[config.mk]
export PLATFORM = sky130hd
export DESIGN_NAME = disp_hist
export DESIGN_NICKNAME = d
export VERILOG_FILES = /design/src/rtl/disp_hist.sv
export SDC_FILE = /design/constraint.sdc
export NUM_CORES = 1
export LEC_CHECK = 0
export CAP_MARGIN = 20
export CORE_MARGIN = 5
export CORE_UTILIZATION = 57
export DETAILED_ROUTE_END_ITERATION = 10
export GPL_ROUTABILITY_DRIVEN = 0
export HOLD_SLACK_MARGIN = 0.15
export PLACE_DENSITY = 0.89
export SYNTH_ARGS = -nofsm -noshare
export SYNTH_HDL_FRONTEND = slang
export SYNTH_SLANG_ARGS = --single-unit
[constraint.sdc]
create_clock -name clk -period 2.5 [get_ports clk]
set_input_delay 0.75 -clock clk [delete_from_list [all_inputs] [get_ports clk]]
set_output_delay 0.75 -clock clk [all_outputs]
set_load 0.005 [all_outputs]
[src/rtl/disp_hist.sv]
// Four-digit capture history shown on a multiplexed, active-low 7-segment display.
// The newest captured digit sits in slot 0; slots that have never been filled show blank.
module disp_hist #(
    parameter int unsigned DIV = 50000
) (
    input  logic       clk,
    input  logic       rst,
    input  logic [3:0] dato,
    input  logic       cap,
    output logic [3:0] an,
    output logic [6:0] seg,
    output logic       lleno
);

    localparam logic [15:0] CntMax = 16'(DIV - 1);

    logic [15:0]     cnt_q, cnt_d;
    logic [1:0]      idx_q, idx_d;
    logic [3:0][3:0] h_q;
    logic [3:0]      v_q;
    logic [3:0]      an_d;
    logic [6:0]      seg_d;
    logic [3:0]      cur;

    function automatic logic [6:0] decode(input logic [3:0] d);
        logic [6:0] s;
        case (d)
            4'd0:    s = 7'h40;
            4'd1:    s = 7'h79;
            4'd2:    s = 7'h24;
            4'd3:    s = 7'h30;
            4'd4:    s = 7'h19;
            4'd5:    s = 7'h12;
            4'd6:    s = 7'h02;
            4'd7:    s = 7'h78;
            4'd8:    s = 7'h00;
            4'd9:    s = 7'h10;
            default: s = 7'h06;  // 10..15 render as 'E'
        endcase
        return s;
    endfunction

    always_comb begin
        cnt_d = cnt_q + 16'd1;
        idx_d = idx_q;
        if (cnt_q == CntMax) begin
            cnt_d = '0;
            idx_d = idx_q + 2'd1;
        end
        cur   = h_q[idx_q];
        an_d  = ~(4'b0001 << idx_q);
        seg_d = v_q[idx_q] ? decode(cur) : 7'h7F;
    end

    always_ff @(posedge clk or negedge rst) begin
        if (!rst) begin
            cnt_q <= '0;
            idx_q <= '0;
            h_q   <= '0;
            v_q   <= '0;
            an    <= 4'b1111;
            seg   <= 7'h7F;
            lleno <= 1'b0;
        end else begin
            cnt_q <= cnt_d;
            idx_q <= idx_d;
            an    <= an_d;
            seg   <= seg_d;
            lleno <= &v_q;
            if (cap) begin
                // Oldest entry falls off the top; a valid 1 enters with the new digit.
                h_q <= {h_q[2:0], dato};
                v_q <= {v_q[2:0], 1'b1};
            end
        end
    end

endmodule

==> After elaboration in Yosys (flattened, before gate mapping) <==
Memory sizes are Yosys's and may differ from the RTL's.
Cells that the tools add are included.
Widths: inputs -> output; s select.
{ "classes": {"eq_ne": 1, "n_bitwise": 1, "magnitude_cmp": 1, "add_sub_neg": 2, "n_shift": 1, "muxes": 6, "reduce_logical": 1} }
{ "ops": {"columns": ["operator", "n"], "rows": [
  ["$add 16x1->16 const B", 1],
  ["$eq 16x16->1 const B", 1],
  ["$mux 16", 1],
  ["$bmux 4 s2", 1],
  ["$mux 7", 1],
  ["$mux 4", 1],
  ["$not 4->4", 1],
  ["$reduce_and 4->1", 1],
  ["$shl 1x2->4 const A", 1],
  ["$lt 2x3->1 const B", 1],
  ["$add 2x1->2 const B", 1],
  ["$bmux 1 s2", 1],
  ["$mux 1", 1]
]} }
{ "word_totals": {"register_bits": 50, "in_bits": 7, "word_cells": 24, "memories": 1, "output_inout_bits": 12, "rom_bits": 112} }
{ "memory_table": {"columns": ["name", "words", "word_bits", "read_ports", "rd_clocked_by_memory_dff", "write_ports", "line", "source"], "rows": [
  ["(no name shown)", 16, 7, 1, 0, 0, "27", "case (d)"]
]} }

==> Logic depth before layout (Yosys ltp) <==
Gate-level depths: netlist of run 1.
An unclocked memory read counts as a cell.
{ "depth": {"word_depth": 4, "depth_mapped": 7, "mapped_depth_nobuf": 6} }

==> Worst setup path before layout of run 1 <==
OpenSTA, ideal clock, no wires.
{ "synth_timing": {"kind": "register to register", "startpoint": "reg idx_q[0]", "endpoint": "reg seg[4]", "path_slack_ns": 0.781, "synth_period_minus_slack_ns": 1.719, "n_path_buf": 1, "setup_time_ns": 0.075, "stages_incl_launch_ff": 6, "t_arrival_ns": 1.644, "t_required_ns": 2.425, "path_cell_list": "dfrtp_1 -> buf_6 -> mux4_2 -> ha_1 -> mux2_2 -> o211ai_2"} }
{ "synth_via": {"elab_chain_len": 4, "elab_cells_between_ends": 6, "cone_classes": "5 x mux; 1 x memory"} }
{ "synth_lines": {"columns": ["element", "line", "source"], "rows": [
  ["start: declaration", "18", "logic [1:0] idx_q, idx_d;"],
  ["start signal: assignment", "66", "idx_q <= idx_d;"],
  ["$bmux 4 s2", "50", "cur = h_q[idx_q];"],
  ["$mux 4 (implied by the code)", "50", null],
  ["$mem_v2 16x7", null, null],
  ["$mux 7 (*)", "52", "seg_d = v_q[idx_q] ? decode(cur) : 7'h7F;"],
  ["via seg_d[4]", "22", "logic [6:0] seg_d;"],
  ["end signal: assignment", "68", "seg <= seg_d;"],
  ["end: declaration", "11", "output logic [6:0] seg,"]
]} }
The timed path passes the listed nets; every way through them passes the cells marked *. The select of a mux whose other input is x is not followed.
A chain may end at the register's enable or synchronous reset.

==> Final worst setup path of run 1 <==
{ "layout_timing": {"startpoint": "reg seg[1]", "endpoint": "out seg[1]"} }
No word-level cell between the ends.

==> impl_results.md, run 1 <==
* Worst slew pin tran at around 0.53 ns
* Multi-input gate area at 932.1 um^2
* First-pass GRT wire length at roughly 6.7 mm
* Worst vdd ir at ~0.00033 V
* Critical path's top delay family: flip-flops
* Yosys top cell by area: dfrtp_1
* Worst Hold Class: input port to async pin
* Core Util, Final at ~66%
* Port buffer count at 18
* Worst Clk Skew at around 0.0056 ns
* Area grow syn2layout at 14.58%
* Hold Vio Cnt, Final at 0
* Worst Path Arrival at ~1.3 ns
* Sequential Area at between 1000 and 1500 um^2
* Crit path time final at 2.082 ns
* Num CTS Buffers at 5
* Critical path, cell by cell: clkdlybuf4s50_1
* Hpwl dp at between 2 and 3 mm
* Initial drt markers at 86
* Via count at 1370
* CTS Hold Buffers Added at 0
* Initial Util at ~58%
* DRC errors left at 0
* Initial antenna violation count at 0
* EDFF count, synth at 0
* DR vias/cell at 5.394
* Synthesis warning total at 0
* PD cells at roughly 590 nW/um^2
* CP bufs+invs at 1
* Routed Antenna Nets at 0
* Io pins at 19
* Yosys reg bits at 50
* CP Capture Type: primary output
* Max-cap violation count at 0
* Largest net degree at the start of global routing at 29
* Num rows at 23
* Post-CTS Resized at 0
* Setup Buffers After CTS at 0
* ANT cells at 0
* WL final at 3.742 mm
* Share of cells above drive strength 1 at 26.96%
* Die Span Y at 73.17 um
* Crit-path slowest cell: dfstp_2
* Mean routed wirelength per cell at about 15 um
* CTS HTree Levels at 2
* Chip width at 73.17 um
* RSZ-0062 raised after global routing: no
* Most common cell in the netlist: dfrtp_1
* Placed inst area at 2526 um^2
* Syn Std Cell Area at 2275 um^2
* Max Fclk at around 0.48 GHz
* Worst R2R Path Depth at 6
* Status: finished, final reports clean
* P_leak at 1.071 nW
* Core area at about 3900 um^2
* Max stage delay on crit path at 0.53 ns
* Layout fillers at about 280
* WHS at ~0.42 ns
* Net count after synthesis at around 200
* Data required, critical path at approximately 1.8 ns
* Post-route cell area at between 2000 and 3000 um^2
* Synth top area share at between 40% and 50%
* Mapped Avg Cell Area at ~13 um^2
* Final Cycle Share at around 83%
* Netlist cell types at 31
* Detailed Routing Iterations Pass 1 at 4
* Pins Over Slew Limit at 0
* Vias in the first global route at between 1000 and 1500
* Cells after Synth at 179
* Clk sink count at 50
* Die area at 5354 um^2
* Clock transition at path regs at around 0.09 ns
* Grt total ovfl at 0
* Synth area leaders: dfrtp_1 (43%), dfstp_2 (13%), mux2_2 (11%)
* CP Depth at 1
* Clock insertion delay at the later pin of the skew report at around 0.30 ns
* Max-Slew Margin vs Limit at 64.70%
* CTS tree: done
* Gr usage total at around 16%
* Post-synthesis async set-or-reset flop share at 100.0%
* Startpoint types: flip-flop
* Max Root-Sink Buffers at 2
* TNS Setup at 0 ns
* Register area share after synthesis at 55.61%
* CTS Root Cell: clkbuf_8
* Kind of critical path: flip-flop to primary output
* Ys flop type: dfrtp_1
* Crit Path Max Fanout at 1
* Setup violators final at 0
* Post-synth top cells: dfrtp_1 (39), mux2_2 (22), nor2_1 (16), inv_1 (13)
* Final #Nets at 220
==> metrics by stage <==
| stage | std cells | power, mW | worst slack (ns) |
|---|---|---|---|
| 6_report | 254 | 1.534 | 0.4183 |
| 5_1_grt | 254 | 1.608 | 0.3815 |
| 4_1_cts | 254 | 1.550 | 0.4013 |
| 3_5_place_dp | 246 | 1.108 | 0.5402 |
| 3_3_place_gp | 246 | 1.095 | 0.5615 |
| 2_1_floorplan | 179 | 1.022 | 0.7808 |
==> cell type report <==
cell class / instances / area share [%]
Tap cell: 50 / 2.400
Timing Repair Buffer: 22 / 8.353
Clock buffer: 8 / 3.072
Sequential cell: 50 / 48.54
Multi-Input combinational cell: 111 / 35.77
Inverter: 13 / 1.872
==> state kept, by name, summed over array words and instances, names as in the netlist <==
name   flops
seg        7
cnt_q     16
h_q       16
an         4
idx_q      2
lleno      1
v_q        4
==> metal layers <==
metal,track usage [%],up-vias,share of wire [%]
met5,0,-,0
met2,27.11,25,52
met4,4.918,0,0.91
li1,-,660,-
met3,4.545,2,3.8
met1,20.67,683,43
==> layout by cell type (no fill, tap or decap), types with 2 or more instances in the layout <==
master           count
mux2_2              22
nand2_1              8
xnor2_1             11
o21ai_0              5
clkbuf_8             5
buf_4                3
nor2b_1              2
mux4_2               5
xor2_1               3
nor4_1               2
nor2_1              16
dfrtp_1             39
inv_1               13
clkdlybuf4s50_1     17
nor3_1               2
ha_1                10
a21oi_1              5
nand4_1              3
or2_2                2
clkbuf_1             3
dfstp_2             11
nand3_1              5
==> worst paths after layout <==
kind	start	endpoint	slack, ns
max in group asynchronous	rst	an[0]	1.48
max	seg[1]	seg[1]	0.42
min in group clk	cnt_q[0]	cnt_q[0]	0.49
min reg2reg	cnt_q[0]	cnt_q[0]	0.49
min	rst	h_q[0]	0.42
max reg2reg	idx_q[0]	seg[3]	0.64
==> kinds of logic (layout without fill, tap and decap cells) <==
kind of cell | Yosys count | after routing | share of synthesized area (%)
buffers and inverters | 18 | 43 | 3.411
AO/OA/AOI/OAI | 13 | 13 | 3.465
adder cells (fa/ha/maj) | 10 | 10 | 5.501
AND/OR/NAND/NOR | 47 | 47 | 10.78
flip-flops | 50 | 50 | 55.61
XOR/XNOR | 14 | 14 | 5.391
multiplexers | 27 | 27 | 15.84
==> where the power goes <==
group / leakage (nW) / internal [mW] / switching, mW / total (mW)
registers: 0.584 / 0.880 / 0.0319 / 0.912
logic: 0.448 / 0.104 / 0.0736 / 0.178
clock network: 0.0395 / 0.199 / 0.245 / 0.444
total: 1.07 / 1.18 / 0.350 / 1.53
==> worst register-to-register path, delay by kind of cell, from the launching register on <==
family                     cells  cell delay (ns)
buffers and inverters          1             0.13
DFF                            1             0.49
muxes                          1             0.60
AOI/OAI and AO/OA              2             0.23
and+or+nand+nor                1             0.21
adders and majority gates      1             0.14
(Power assumes the default switching activity.)
==> run 2, diff against run 1 <==
Settings changed: CORE_UTILIZATION 57 to 51, PLACE_DENSITY 0.89 to 0.84.
Clock period 2.5 ns to 1.7 ns, I/O delays scaled along.
==> impl_results.md, run 2 (synthesis gave the netlist of run 1 again) <==
* Status: finished with violations
* Failing checks: setup timing
* Share of cells above drive strength 1 at 40.18% (+13 points)
* Most frequent cells in the layout: dfrtp_1 (36), mux2_2 (21), nor2_1 (15), buf_4 (15)
* Via count at 1485 (+8.4%)
* Die area at 5896 um^2 (+10%)
* Max-Slew Margin vs Limit at 80.99% (+16 points)
* Io pins at 19 (unchanged)
* CP startpoint: idx_q[0]
* DRC errors left at 0 (unchanged)
* Max-cap violation count at 0 (unchanged)
* Crit-path slowest cell: mux4_2
* Max stage delay on crit path at 0.59 ns (+0.06 ns)
* RR Endpoint: seg[6]
* Tot Pwr at 2.360 mW (+54%)
* Placed cells at 259 (+5.3%)
* Vias in the first global route at 1443 (+3.2%)
* Commonest non-fill, non-tap cell in the layout: dfrtp_1
* Largest net degree at the start of global routing at 51 (+76%)
* Worst R2R Start: idx_q[0]
* Placed inst area at 2626 um^2 (+4.0%)
* Worst R2R Path Depth at 5 (-1)
* Clock transition at path regs at 0.08 ns (about the same)
* Initial drt markers at 103 (+20%)
* Initial Util at 52.24% (-5.5 points)
* Initial antenna violation count at 0 (unchanged)
* Met2 Usage GRT at 20.97% (-6.1 points)
* Num rows at 24 (+4.3%)
* Post-route cell area at 2835 um^2 (+8.8%)
* Port buffer count at 18 (unchanged)
* Multi-input gate area at 1021 um^2 (+9.5%)
* Sequential Area at 1269 um^2 (+0.30%)
* Regs by FF count: cnt_q: 16 flops, h_q: 16 flops, seg: 7 flops
* Gr usage total at 14.27% (-2.0 points)
* PD cells at 832.4 nW/um^2 (+41%)
* Max Root-Sink Buffers at 2 (unchanged)
* Worst Clk Skew at 0.005878 ns (+0.0002445 ns)
* Critical path, cell by cell: mux4_2 > buf_4 > nor2_1 > a21oi_1 > o21ai_0
* Worst Hold Class: input port to async pin
* CTS tree: done
* Hold Vio Cnt, Final at 0 (unchanged)
* Hpwl dp at 2.649 mm (-2.4%)
* Met1 usage at 20.20% (-0.47 points)
* RSZ-0062 raised after global routing: yes
* GRT met3 Usage at 2.108% (-2.4 points)
* Final #Nets at 235 (+6.8%)
* CP Capture Type: flip-flop
* Crit Path Max Fanout at 5 (+4)
* Clk sink count at 50 (unchanged)
* Crit path time final at approximately 1.8 ns
* Area grow syn2layout at 24.64%
* Setup violators final at 5 (+5)
* Final WS setup at -0.05487 ns (-0.4731 ns)
* Worst setup path endpoint: seg[6]
* Kind of critical path: flip-flop to flip-flop
* Die Span Y at 76.79 um (+4.9%)
* DR vias/cell at 5.480 (+1.6%)
* WL final at 4.047 mm (+8.2%)
* Pre-CTS setup slack at -0.09871 ns (-0.6390 ns)
* Pins Over Slew Limit at 0 (unchanged)
* Layout fillers at 294 (+4.3%)
* Worst Path Arrival at 1.97 ns (+0.64 ns)
* Gr busiest metal: met2
* Chip width at 76.79 um (+4.9%)
* CTS HTree Levels at 2 (unchanged)
* Clock insertion delay at the later pin of the skew report at 0.30 ns (about the same)
* Detailed Routing Iterations Pass 1 at 4 (unchanged)
* Core Util, Final at 65.11% (-0.99 points)
* P_leak at 1.175 nW (+9.6%)
* Worst slew pin tran at 0.2828 ns (-0.2467 ns)
* Startpoint types: flip-flop
* CTS Hold Buffers Added at 0 (unchanged)
* ANT cells at 0 (unchanged)
* Mean routed wirelength per cell at 14.93 um (+1.4%)
* Fin cells at 271 (+6.7%)
* Data required, critical path at 1.92 ns (+0.17 ns)
* Num CTS Buffers at 5 (unchanged)
* R2R setup slack at -0.05 ns (-0.69 ns)
* Grt total ovfl at 0 (unchanged)
* CTS Root Cell: clkbuf_8
* Final Cycle Share at 103.2%
* Routed Antenna Nets at 0 (unchanged)
* Worst vdd ir at 0.0004120 V (+26%)
* Max Fclk at about 0.57 GHz
* First-pass GRT wire length at 6.824 mm (+2.6%)
* Core area at 4354 um^2 (+10%)
==> run 2: changes by cell type in the layout (fill, tap and decap cells not counted), sizes merged <==
cell | before | now
buf | 5 | 20
clkdlybuf4s50 | 17 | 6
dlygate4sd2 | 0 | 11
==> run 2: worst min-delay path by stage <==
stage	from	cells past startpoint	endpoint
after floorplan	rst	0	cnt_q[0]
after global routing	rst	2	h_q[11]
final	rst	2	cnt_q[1]
after CTS	rst	2	h_q[2]
after detailed placement	h_q[12]	1	h_q[12]
after global placement	h_q[15]	1	h_q[15]
==> run 2: final cells by class <==
type                    instances  share of cell area, %
repair buffers                 37                  11.87
clock buffers                   8                  3.177
flip-flops and latches         50                  44.75
multi-input cells             111                  36.01
inverters                      13                  1.898
well taps                      52                  2.295
==> run 2: through the flow <==
step | setup TNS [ns] | hold slack [ns]
4_1_cts | 0 | 0.1818
6_report | -0.1565 | 0.1795
3_3_place_gp | -0.1160 | 0.4847
2_1_floorplan | -0.01922 | 0.2144
5_1_grt | -0.5759 | 0.1851
3_5_place_dp | -0.3502 | 0.4949
==> run 2: critical path: cells and delay by family, from the launching register on <==
family,cells,cell delay [ns]
muxes,1,0.59
DFF,1,0.44
AOI/OAI and AO/OA,2,0.28
and+or+nand+nor,1,0.19
buffers and inverters,1,0.17
==> run 2: where the power goes <==
part / total [mW] / internal, mW / switching, mW
sequential: 1.34 / 1.29 / 0.0462
combinational: 0.321 / 0.182 / 0.139
clock: 0.699 / 0.332 / 0.367
total: 2.36 / 1.81 / 0.552
==> run 2: routing by layer <==
metal	wire length [um]	part of all wire, %	vias to the layer above
met5	0	0	-
met4	97	2.4	0
met3	152	3.8	12
met2	1927	48	43
met1	1868	46	741
li1	-	-	689
==> run 2: repair_timing <==
action                     4_1_cts  5_1_grt
gates resized for setup         18       20
buffers inserted                 2        2
setup endpoints to repair       18       18
pin swaps                        0        5
==> run 3, diff against run 2 <==
Settings changed: CTS_CLUSTER_SIZE set to 25, GPL_TIMING_DRIVEN set to 0.
==> impl_results.md, run 3 (synthesis gave the netlist of run 1 again) <==
* Worst Path Arrival at 2.07 ns (+0.10 ns)
* DRC errors left at 0 (unchanged)
* Max stage delay on crit path at 0.58 ns (about the same)
* Clock transition at path regs at 0.09 ns (about the same)
* Failing checks: setup timing
* Commonest non-fill, non-tap cell in the layout: dfrtp_1
* WL final at 4.283 mm (+5.8%)
* CTS tree: done
* Crit-path slowest cell: mux4_2
* Crit Path Max Fanout at 6 (+1)
* Mean routed wirelength per cell at 15.75 um (+5.4%)
* Routed Antenna Nets at 0 (unchanged)
* Num CTS Buffers at 5 (unchanged)
* RSZ-0062 raised after global routing: yes
* CTS HTree Levels at 2 (unchanged)
* ANT cells at 0 (unchanged)
* Worst Clk Skew at 0.01296 ns (+0.007079 ns)
* Status: finished with violations
* First-pass GRT wire length at 6.810 mm (-0.21%)
* Die Span Y at 76.79 um (unchanged)
* Hold Vio Cnt, Final at 0 (unchanged)
* Final WS setup at -0.1417 ns (-0.08687 ns)
* Final #Nets at 236 (+0.43%)
* Worst Hold Class: input port to async pin
* Clk sink count at 50 (unchanged)
* Area grow syn2layout at 22.55%
* Hpwl dp at 2.673 mm (+0.90%)
* Post-route cell area at 2788 um^2 (-1.7%)
* Pins Over Slew Limit at 0 (unchanged)
* Initial antenna violation count at 0 (unchanged)
* Vias in the first global route at 1446 (+0.21%)
* WHS at 0.1495 ns (-0.02991 ns)
* P_leak at 1.176 nW (+0.12%)
* Via count at 1461 (-1.6%)
* Io pins at 19 (unchanged)
* Critical path's top delay family: multiplexers
* Core area at 4354 um^2 (unchanged)
* Num rows at 24 (unchanged)
* DR vias/cell at 5.371 (-2.0%)
* Port buffer count at 17 (-1)
* Worst slew pin tran at 0.5836 ns (+0.3008 ns)
* Final Cycle Share at 108.3% (+5.1 points)
* PD cells at 832.1 nW/um^2 (about the same)
* CP bufs+invs at 2 (+1)
* Gr usage total at 14.02% (-0.25 points)
* Max Root-Sink Buffers at 2 (unchanged)
* Initial drt markers at 67 (-35%)
* Crit path time final at 1.842 ns (+0.08687 ns)
* Max-cap violation count at 0 (unchanged)
* Max Fclk at 0.5430 GHz (-4.7%)
* Detailed Routing Iterations Pass 1 at 4 (unchanged)
* Share of cells above drive strength 1 at 39.55% (-0.64 points)
* Startpoint types: flip-flop
* Initial Util at 52.24% (unchanged)
* Chip width at 76.79 um (unchanged)
* Worst vdd ir at 0.0004256 V (+3.3%)
* Clock insertion delay at the later pin of the skew report at 0.30 ns (about the same)
* Die area at 5896 um^2 (unchanged)
* CP Capture Type: flip-flop
* Max-Slew Margin vs Limit at 61.09% (-20 points)
* Largest net degree at the start of global routing at 32 (-37%)
* Placed inst area at 2527 um^2 (-3.8%)
* Critical path, cell by cell: buf_6 > mux4_2 > buf_4 > ha_2 > a21oi_1 > o21ai_1
* Data required, critical path at 1.93 ns (about the same)
* Regs by FF count: cnt_q: 16 flops, h_q: 16 flops, seg: 7 flops
* Kind of critical path: flip-flop to flip-flop
* Grt total ovfl at 0 (unchanged)
* CTS Root Cell: clkbuf_8
* Setup violators final at 7 (+2)
* Most frequent cells in the layout: dfrtp_1 (35), mux2_2 (20), buf_4 (16)
* Pre-CTS setup slack at -0.1416 ns (-0.04287 ns)
run 3: cell count changes in the layout (fill, tap and decap cells not counted), sizes merged:
cell,previous run,this run
clkdlybuf4s50,6,5
clkbuf,8,9
clkinv,0,1
run 3: worst paths after layout:
kind / startpoint / endpoint / slack [ns] / cells after the start
min: rst / cnt_q[1] / 0.15 / 1
max: idx_q[0] / seg[5] / -0.14 / 6
min reg2reg: cnt_q[0] / cnt_q[0] / 0.50 / 1
max in group asynchronous: rst / an[0] / 0.96 / 2
max reg2reg: idx_q[0] / seg[5] / -0.14 / 6
min in group clk: cnt_q[0] / cnt_q[0] / 0.50 / 1
run 3: routing by layer:
layer	up-vias	track usage [%]	routed length (um)
li1	688	-	-
met1	737	17.68	1896
met2	28	24.02	2145
met3	8	3.044	160
met4	0	4.196	80
met5	-	0	0
run 3: power by group:
group          internal, mW  switching, mW
logic                 0.148          0.124
clock network         0.329          0.378
registers              1.29         0.0467
run 3: cell type report:
| type | count | area (um^2) |
|---|---|---|
| tap | 52 | 65.06 |
| timing repair buffer | 34 | 289.0 |
| buffer | 4 | 26.28 |
| fill | 321 | 1567 |
| inverter | 13 | 51.30 |
| clock inverter | 1 | 5.005 |
| multi-input combinational | 111 | 994.7 |
| sequential | 50 | 1270 |
| clock buffer | 7 | 86.33 |
run 3: timing repair:
item | CTS | global route
setup buffers | 2 | 13
pin swaps | 1 | 7
gates cloned | 0 | 1
gates resized for setup | 22 | 14
hold buffers | 0 | 0
endpoints found under the setup margin | 28 | 18
run 3: through the flow:
stage / cells / power, mW / utilization (%) / setup TNS, ns
after detailed placement: 249 / 1.632 / 58.05 / -0.8275
after floorplan: 179 / 1.504 / - / -0.01922
after CTS: 259 / 2.327 / 60.86 / -0.4113
final: 272 / 2.320 / 64.02 / -0.5362
after global placement: 248 / 1.607 / 57.70 / -53.66
after global routing: 272 / 2.424 / 64.02 / -1.390
